===== src/rtl/micro_pkg.sv =====
// Shared types and fixed microstate addresses for the control-unit microsequencer.
// The microstore word pairs a next-state selector with a jump target.
package micro_pkg;

    typedef enum logic [2:0] {
        SEL_INC      = 3'd0,
        SEL_DISPATCH = 3'd1,
        SEL_JUMP     = 3'd2,
        SEL_CJUMP    = 3'd3,
        SEL_WAIT_MFA = 3'd4,
        SEL_RETURN   = 3'd5
    } sel_t;

    typedef struct packed {
        sel_t       sel;
        logic [7:0] target;
    } uword_t;

    localparam logic [7:0] RESET_STATE = 8'h00;
    localparam logic [7:0] FETCH       = 8'h01;
    localparam logic [7:0] TRAP        = 8'h41;
    localparam logic [7:0] ILLEGAL     = 8'h42;
    localparam logic [7:0] BUSERR      = 8'h43;

    function automatic uword_t mk_word(input sel_t s, input logic [7:0] t);
        uword_t w;
        w.sel    = s;
        w.target = t;
        return w;
    endfunction

endpackage


===== src/rtl/micro_rom.sv =====
// Combinational microstore: maps the current microstate to its control word.
// Any address not listed below returns to fetch (or trap) via RETURN.
module micro_rom
    import micro_pkg::*;
(
    input  logic [7:0] addr,
    output uword_t     word
);

    always_comb begin
        word = mk_word(SEL_RETURN, 8'h00);
        case (addr)
            8'h00, 8'h01, 8'h03:   word = mk_word(SEL_INC, 8'h00);
            8'h02:                 word = mk_word(SEL_WAIT_MFA, 8'h00);
            8'h04:                 word = mk_word(SEL_DISPATCH, 8'h00);
            8'h09:                 word = mk_word(SEL_CJUMP, 8'h0B);
            TRAP, ILLEGAL, BUSERR: word = mk_word(SEL_JUMP, FETCH);
            default:               ;
        endcase
    end

endmodule


===== src/rtl/micro_sequencer.sv =====
// Microsequencer: registered microstate stepped by the microstore selector, with
// a memory-wait watchdog and fixed illegal-instruction / bus-error diversions.
module micro_sequencer
    import micro_pkg::*;
#(
    parameter int TIMEOUT = 16
) (
    input  logic       clk,
    input  logic       rst_n,
    input  logic [7:0] enc_state,
    input  logic       mfa,
    input  logic       cond,
    input  logic       trap_req,
    input  logic       hold,
    output logic [7:0] state,
    output logic       dispatched,
    output logic       illegal,
    output logic       bus_err,
    output logic       waiting
);

    // Last low-mfa cycle index before the watchdog fires (count starts at 0).
    localparam logic [7:0] WD_LAST = 8'(TIMEOUT - 1);

    uword_t     word;
    logic [7:0] wd;
    logic [7:0] state_nxt;
    logic [7:0] wd_nxt;
    logic       dispatched_nxt;
    logic       illegal_nxt;
    logic       bus_err_nxt;

    micro_rom u_rom (
        .addr (state),
        .word (word)
    );

    // mfa is a level, not a request/ack pair: memory holds it high once the
    // access is done, and it is only looked at while the selector is WAIT_MFA.
    assign waiting = (word.sel == SEL_WAIT_MFA) && !mfa;

    // The watchdog only survives a cycle that stays in a wait state with mfa
    // low; every other step clears it, so entering a wait always starts at 0.
    always_comb begin
        state_nxt      = state + 8'd1;
        wd_nxt         = 8'd0;
        dispatched_nxt = 1'b0;
        illegal_nxt    = 1'b0;
        bus_err_nxt    = 1'b0;
        case (word.sel)
            SEL_INC: ;
            SEL_DISPATCH: begin
                if (enc_state == 8'h00) begin
                    state_nxt   = ILLEGAL;
                    illegal_nxt = 1'b1;
                end else begin
                    state_nxt      = enc_state;
                    dispatched_nxt = 1'b1;
                end
            end
            SEL_JUMP:  state_nxt = word.target;
            SEL_CJUMP: state_nxt = cond ? word.target : state + 8'd1;
            SEL_WAIT_MFA: begin
                if (mfa) begin
                    state_nxt = state + 8'd1;
                end else if (wd == WD_LAST) begin
                    state_nxt   = BUSERR;
                    bus_err_nxt = 1'b1;
                end else begin
                    state_nxt = state;
                    wd_nxt    = wd + 8'd1;
                end
            end
            SEL_RETURN: state_nxt = trap_req ? TRAP : FETCH;
            default:    state_nxt = FETCH;
        endcase
    end

    always_ff @(posedge clk) begin
        if (!rst_n) begin
            state      <= RESET_STATE;
            wd         <= 8'd0;
            dispatched <= 1'b0;
            illegal    <= 1'b0;
            bus_err    <= 1'b0;
        end else if (hold) begin
            dispatched <= 1'b0;
            illegal    <= 1'b0;
            bus_err    <= 1'b0;
        end else begin
            state      <= state_nxt;
            wd         <= wd_nxt;
            dispatched <= dispatched_nxt;
            illegal    <= illegal_nxt;
            bus_err    <= bus_err_nxt;
        end
    end

endmodule

===== config.mk =====
export PLATFORM = sky130hd
export DESIGN_NAME = micro_sequencer
export DESIGN_NICKNAME = d
export VERILOG_FILES = /design/src/rtl/micro_pkg.sv /design/src/rtl/micro_rom.sv /design/src/rtl/micro_sequencer.sv
export SDC_FILE = /design/constraint.sdc
export NUM_CORES = 1
export LEC_CHECK = 0
export CORE_ASPECT_RATIO = 1.75
export CORE_MARGIN = 4
export CORE_UTILIZATION = 38
export CTS_CLUSTER_SIZE = 40
export DETAILED_ROUTE_END_ITERATION = 12
export PLACE_DENSITY = 0.63
export SLEW_MARGIN = 10
export SYNTH_ARGS = -nofsm -noshare
export SYNTH_HDL_FRONTEND = slang
export SYNTH_SLANG_ARGS = --single-unit

===== constraint.sdc =====
create_clock -name clk -period 2 [get_ports clk]
set_input_delay 0.2 -clock clk [delete_from_list [all_inputs] [get_ports clk]]
set_output_delay 0.2 -clock clk [all_outputs]
set_load 0.005 [all_outputs]

### Word level (Yosys, flattened, before mapping)

Cells that the tools add are included.

| cells by class | value |
|---|---|
| add/sub/neg operators | 2 |
| equality and inequality tests | 15 |
| muxes and demuxes | 13 |
| bitwise logic cells | 4 |
| reductions and logical operators | 10 |

Operators by type and width:

| kind | count |
|---|---|
| 2-to-1 mux 8 bit | 7 |
| one-hot mux 11 bit (5 select lines) | 1 |
| one-hot mux 8 bit (6 select lines) | 1 |
| == test 8 x 7 -> 1 bit (second input constant) | 3 |
| adder 8 x 1 -> 8 bit (second input constant) | 2 |
| == test 8 x 2 -> 1 bit (second input constant) | 2 |
| == test 8 x 4 -> 1 bit (second input constant) | 2 |
| zero test 8 bit | 2 |
| OR reduction 3 bit | 3 |
| == test 8 x 1 -> 1 bit (second input constant) | 1 |
| == test 8 x 3 -> 1 bit (second input constant) | 1 |
| 2-to-1 mux 7 bit | 1 |
| == test 3 x 2 -> 1 bit (second input constant) | 2 |
| == test 3 bit (second input constant) | 2 |
| NOT 1 bit | 4 |
| OR reduction 4 bit | 1 |
| == test 3 x 1 -> 1 bit (second input constant) | 1 |
| zero test 3 bit | 1 |
| 2-to-1 mux 1 bit | 3 |
| inequality test 3 x 2 -> 1 bit (second input constant) | 1 |
| AND reduction 2 bit | 1 |
| logical AND 1 bit | 1 |
| zero test 1 bit | 1 |

| word-level totals | value |
|---|---|
| register bits | 19 |
| input port bits | 14 |
| output and inout bits | 12 |
| word-level logic and storage cells | 49 |

### Longest topological paths before layout

| logic depth | value |
|---|---|
| depth in word-level cells | 6 |
| gate-level depth with buffers | 7 |
| depth with buffers taken out | 6 |

### By module

A second synthesis with hierarchy kept.

| second synthesis, totals | value |
|---|---|
| cells, all modules | 157 |
| area total of the unflattened synthesis | 1267.5 µm² |

By module, submodules not included:

| module | times used | cells each | area each (µm²) | sequential area each (µm²) |
|---|---|---|---|---|
| micro_sequencer | 1 | 134 | 1121.1 | 380.4 |
| micro_rom | 1 | 23 | 146.4 | 0.0 |

### Least setup slack after synthesis

OpenSTA, ideal clock, no wires.

| timing path | value |
|---|---|
| path type | register -> register |
| start | reg state[0] |
| end | reg state[2] |
| setup time | 0.129 ns |
| arrival time | 1.714 ns |
| required time | 1.871 ns |
| setup slack | 0.157 ns |
| cell stages (with the launch flop) | 8 |
| buffers on the path | 1 |
| clock period less this slack | 1.843 ns |
| cells stage by stage | dfxtp_1 > inv_1 > ha_1 > or4b_1 > buf_6 > a21o_2 > a41oi_1 > o31ai_1 |

| between the ends | value |
|---|---|
| cells in the longest elaborated chain, start to end | 6 |
| elaborated cells on any way between the ends | 24 |
| those cells by class | 1 x add/sub; 14 x eq/ne; 4 x mux; 5 x reduce/logical |

RTL lines:

| what | line | RTL |
|---|---|---|
| start, declared | micro_sequencer.sv:15 | `output logic [7:0] state,` |
| start signal, assigned | micro_sequencer.sv:91 | `state <= state_nxt;` |
| == test 8 x 7 -> 1 bit, or another cell as far along | micro_rom.sv:12 | `case (addr)` |
| OR reduction 3 bit | micro_rom.sv:12 |  |
| one-hot mux 11 bit (5 select lines) | micro_rom.sv:12 |  |
| == test 3 bit | micro_sequencer.sv:50 | `case (word.sel)` |
| inequality test 3 x 2 -> 1 bit (no line) | - |  |
| AND reduction 2 bit (no line) | - |  |

Parallel ways exist; a longest one is shown, timed or not.
A chain may end at the register's enable or synchronous reset.

### Worst setup path after layout

| timing path | value |
|---|---|
| start | reg state[0] |
| end | out waiting |

| between the ends | value |
|---|---|
| cells in the longest elaborated chain, start to end | 5 |
| elaborated cells on any way between the ends | 14 |
| those cells by class | 9 x eq/ne; 1 x mux; 4 x reduce/logical |

RTL lines:

| what | line | RTL |
|---|---|---|
| == test 8 x 7 -> 1 bit, or another cell as far along | micro_rom.sv:12 |  |
| OR reduction 3 bit | micro_rom.sv:12 |  |
| one-hot mux 11 bit (5 select lines) * | micro_rom.sv:12 |  |
| == test 3 bit * | micro_sequencer.sv:40 | `assign waiting = (word.sel == SEL_WAIT_MFA) && !mfa;` |
| logical AND 1 bit * | micro_sequencer.sv:40 |  |
| end, declared | micro_sequencer.sv:19 | `output logic waiting` |

Mark *: on every way between the ends. The rest lies on a longest branch, timed or not.

==> flow_metrics.tcl <==
set metrics [dict create \
    synth.area.top_cells "dfxtp_1 34%, ha_1 5.5%, nor3_1 4.4%, a32o_1 2.7%, inv_1 2.7%" \
    drc_errors 0 \
    layout_min_cycle_time_ns 1.90 \
    p_sw_w 0.000229 \
    status "complete, no violations" \
    yosysSeqAreaShare_pct 33.6 \
    power_frac_comb_pct 24.5 \
    switching_share_pct 26.5 \
    wl_met2_um 1690 \
    fin_crit_sh_pct 94.9 \
    syn_inst 126 \
    max_slew_margin_pct 71.0 \
    worstPathArrival_ns 1.70 \
    crit_fanout 2 \
    crit_end "waiting" \
    drt-total-wl_um 3050 \
    drtIter0Drc 42 \
    clock_skew_ns 0.00311 \
    cts_htree_levels 1 \
    yosysMostFrequentCell "dfxtp_1" \
    cp-startpoint "state[0]" \
    grt_pass1_wl_um 5020 \
    maxCapViolations 0 \
    power_leakage_nw 0.595 \
    reg2reg_slack_ns 0.17 \
    n_antenna_cell 0 \
    wire_per_inst_um 15.8 \
    yosysTopAreaCellShare_pct 33.6 \
    synth_fp_nets 145 \
    port_buffers 25 \
    fillers 289 \
    synth_top_cell_by_area "dfxtp_1" \
    synth_edf_count 0 \
    path_class "register to output pin" \
    first_global_vias 1081 \
    dieArea_mm2 0.00395 \
    r2r_start "state[0]" \
    clk_pin_slew_ns 0.07 \
    postRouteAntennaNets 0 \
    cell_internal_pwr_w 0.000636 \
    grt_max_degree 13 \
    max_slew.worst_pin.slew_ns 0.431 \
    fin_nets 185 \
    rows 26 \
    syn_avg_cell_area_um2 8.98 \
    timing.critical_path.buf_inv 2 \
    hold_viol 0 \
    grt.overflow.total 0 \
    worstSetupEndpointType "output pin" \
    fp.dieW_um 49.2 \
    path_delay_family "simple AND/OR/NAND/NOR gates" \
    max_freq_ghz 0.527 \
    fin_area_mm2 0.00155 \
    synth_warnings 0 \
    cts_buffers 3 \
    grt_use_total_pct 16.5 \
    post_cts_buffers 0 \
    path_depth 5 \
    vias 1116 \
    place_area_mm2 0.00150 \
    async_flop_share_pct 0 \
    antenna_found_initial 0 \
    slowest_delay_ns 0.51 \
    yosysUniqueCellTypes 48 \
    hold_path_class "register to register" \
    yosys_register_bits 19 \
    clkLatencyLatePin_ns 0.26 \
    cts_root_buffer "clkbuf_8" \
    path_cells "inv_1, ha_2, or4b_4, nor2_8, dlygate4sd2_1" \
    power_density_mw_per_mm2 556 \
    clk_path_buf_depth 2 \
    core_area_mm2 0.00290 \
    met1Wirelength_um 1190 \
    required_ns 1.80 \
    p_clk_share_pct 30.3 \
    gp_congestion 0.821 \
    dr.max_layer_used "met4" \
    cts_tree "done" \
    start_util_pct 39.1 \
    area_growth_pct 37.4 \
    irDropWorstVdd_v 0.000500 \
    fp.dieH_um 80.2 \
    vias_per_cell 5.78 \
    firstDrtPassIters 4 \
    r2r-end "state[2]" \
    cts_sinks 19 \
    syn_area_mm2 0.00113 \
    cp-start-kind "register" \
    setup_viol 0 \
    synthFlopType "dfxtp_1" \
    ios 26 \
    slew_violations 0 \
    rsz0062_at_grt "false" \
    crit_slowest_cell "or4b_4" \
    ff2ff_path_depth 7 \
    p_seq_share_pct 45.2 \
    dp_hpwl_um 2480 \
    wl_met3_um 72 \
    final_core_util_pct 53.7 \
    final_layout_size_suffix_gt1_share_pct 19.4 \
    synth_common_cells "19 x dfxtp_1, 10 x nor3_1, 8 x inv_1, 8 x nand2_1, 6 x nor2_1" \
]
## routing by layer
layer  GRT usage [%]  vias up
li1                -      558
met1            17.0      530
met2            31.2       19
met3            2.04        9
met4            9.40        0
met5               0        -
## repair_timing
action	4_1_cts	5_1_grt
cloned	0	0
setup endpoints to repair	1	2
hold buffers	0	0
gates resized for setup	3	1
## worst min path at each step
stage,from,end,slack (ns),cells after the start
2_1_floorplan,enc_state[4],state[4],0.33,1
6_report,wd[1],wd[1],0.49,2
4_1_cts,wd[1],wd[1],0.49,2
3_3_place_gp,wd[1],wd[1],0.47,2
5_1_grt,wd[1],wd[1],0.51,2
3_5_place_dp,wd[1],wd[1],0.48,2
## power groups by stage
stage	clock network (W)	registers [W]	logic [W]
2_1_floorplan	0	0.000404	0.000107
3_3_place_gp	0	0.000399	0.000204
3_5_place_dp	0	0.000399	0.000207
4_1_cts	0.000274	0.000390	0.000209
5_1_grt	0.000286	0.000391	0.000231
6_report	0.000262	0.000390	0.000212
## cell type report
type	instances	area (um^2)	area share [%]
Sequential cell	19	380	24.5
Clock inverter	1	5.00	0.322
Tap cell	28	35.0	2.25
Inverter	8	30.0	1.93
Multi-Input combinational cell	95	708	45.6
Timing Repair Buffer	39	354	22.8
Clock buffer	3	41.3	2.66
## worst min-delay path, cell delays in order, from the launching register on
cell	delay (ns)
dfxtp_1	0.33
nand2_1	0.07
a21oi_1	0.05
## cell usage in the layout (no fill, tap or decap), types with 2 or more instances in the layout
cell / n
a21o_2: 2
or3b_2: 2
ha_1: 4
a21oi_1: 3
clkdlybuf4s50_1: 24
xor2_1: 3
nand2_1: 8
a32o_1: 3
o32ai_1: 3
o311a_1: 2
nand3b_1: 4
buf_4: 14
nand3_1: 2
nor2_1: 6
o211ai_1: 3
or4_1: 3
dfxtp_1: 19
nor3_1: 10
a221oi_1: 2
inv_1: 8
clkbuf_8: 3
xnor2_1: 3
nor2b_1: 2
nor4_1: 3
o21ai_0: 2
## cells by family (layout without fill, tap and decap cells)
logic type | count (synthesis) | count (layout) | share of synthesized area (%)
simple gates | 56 | 56 | 30.8
fa+ha+maj | 5 | 5 | 5.53
xor+xnor | 6 | 6 | 4.65
buf+inv | 12 | 51 | 4.87
flops | 19 | 19 | 33.6
compound gates | 28 | 28 | 20.6
## metrics by stage
stage,setup WS [ns],total power [W],hold WS (ns),setup TNS (ns),std cells
6_report,0.103,0.000864,0.491,0,193
5_1_grt,0.0112,0.000909,0.514,0,193
4_1_cts,0.0788,0.000874,0.495,0,193
3_5_place_dp,-0.0845,0.000606,0.485,-0.113,189
3_3_place_gp,-0.0952,0.000603,0.473,-0.116,189
2_1_floorplan,0.157,0.000512,0.326,0,126
## sequential cells by signal, summed over array words and instances, names as in the netlist
signal,flops
illegal,1
wd,8
bus_err,1
dispatched,1
state,8
(Power assumes the default switching activity.)
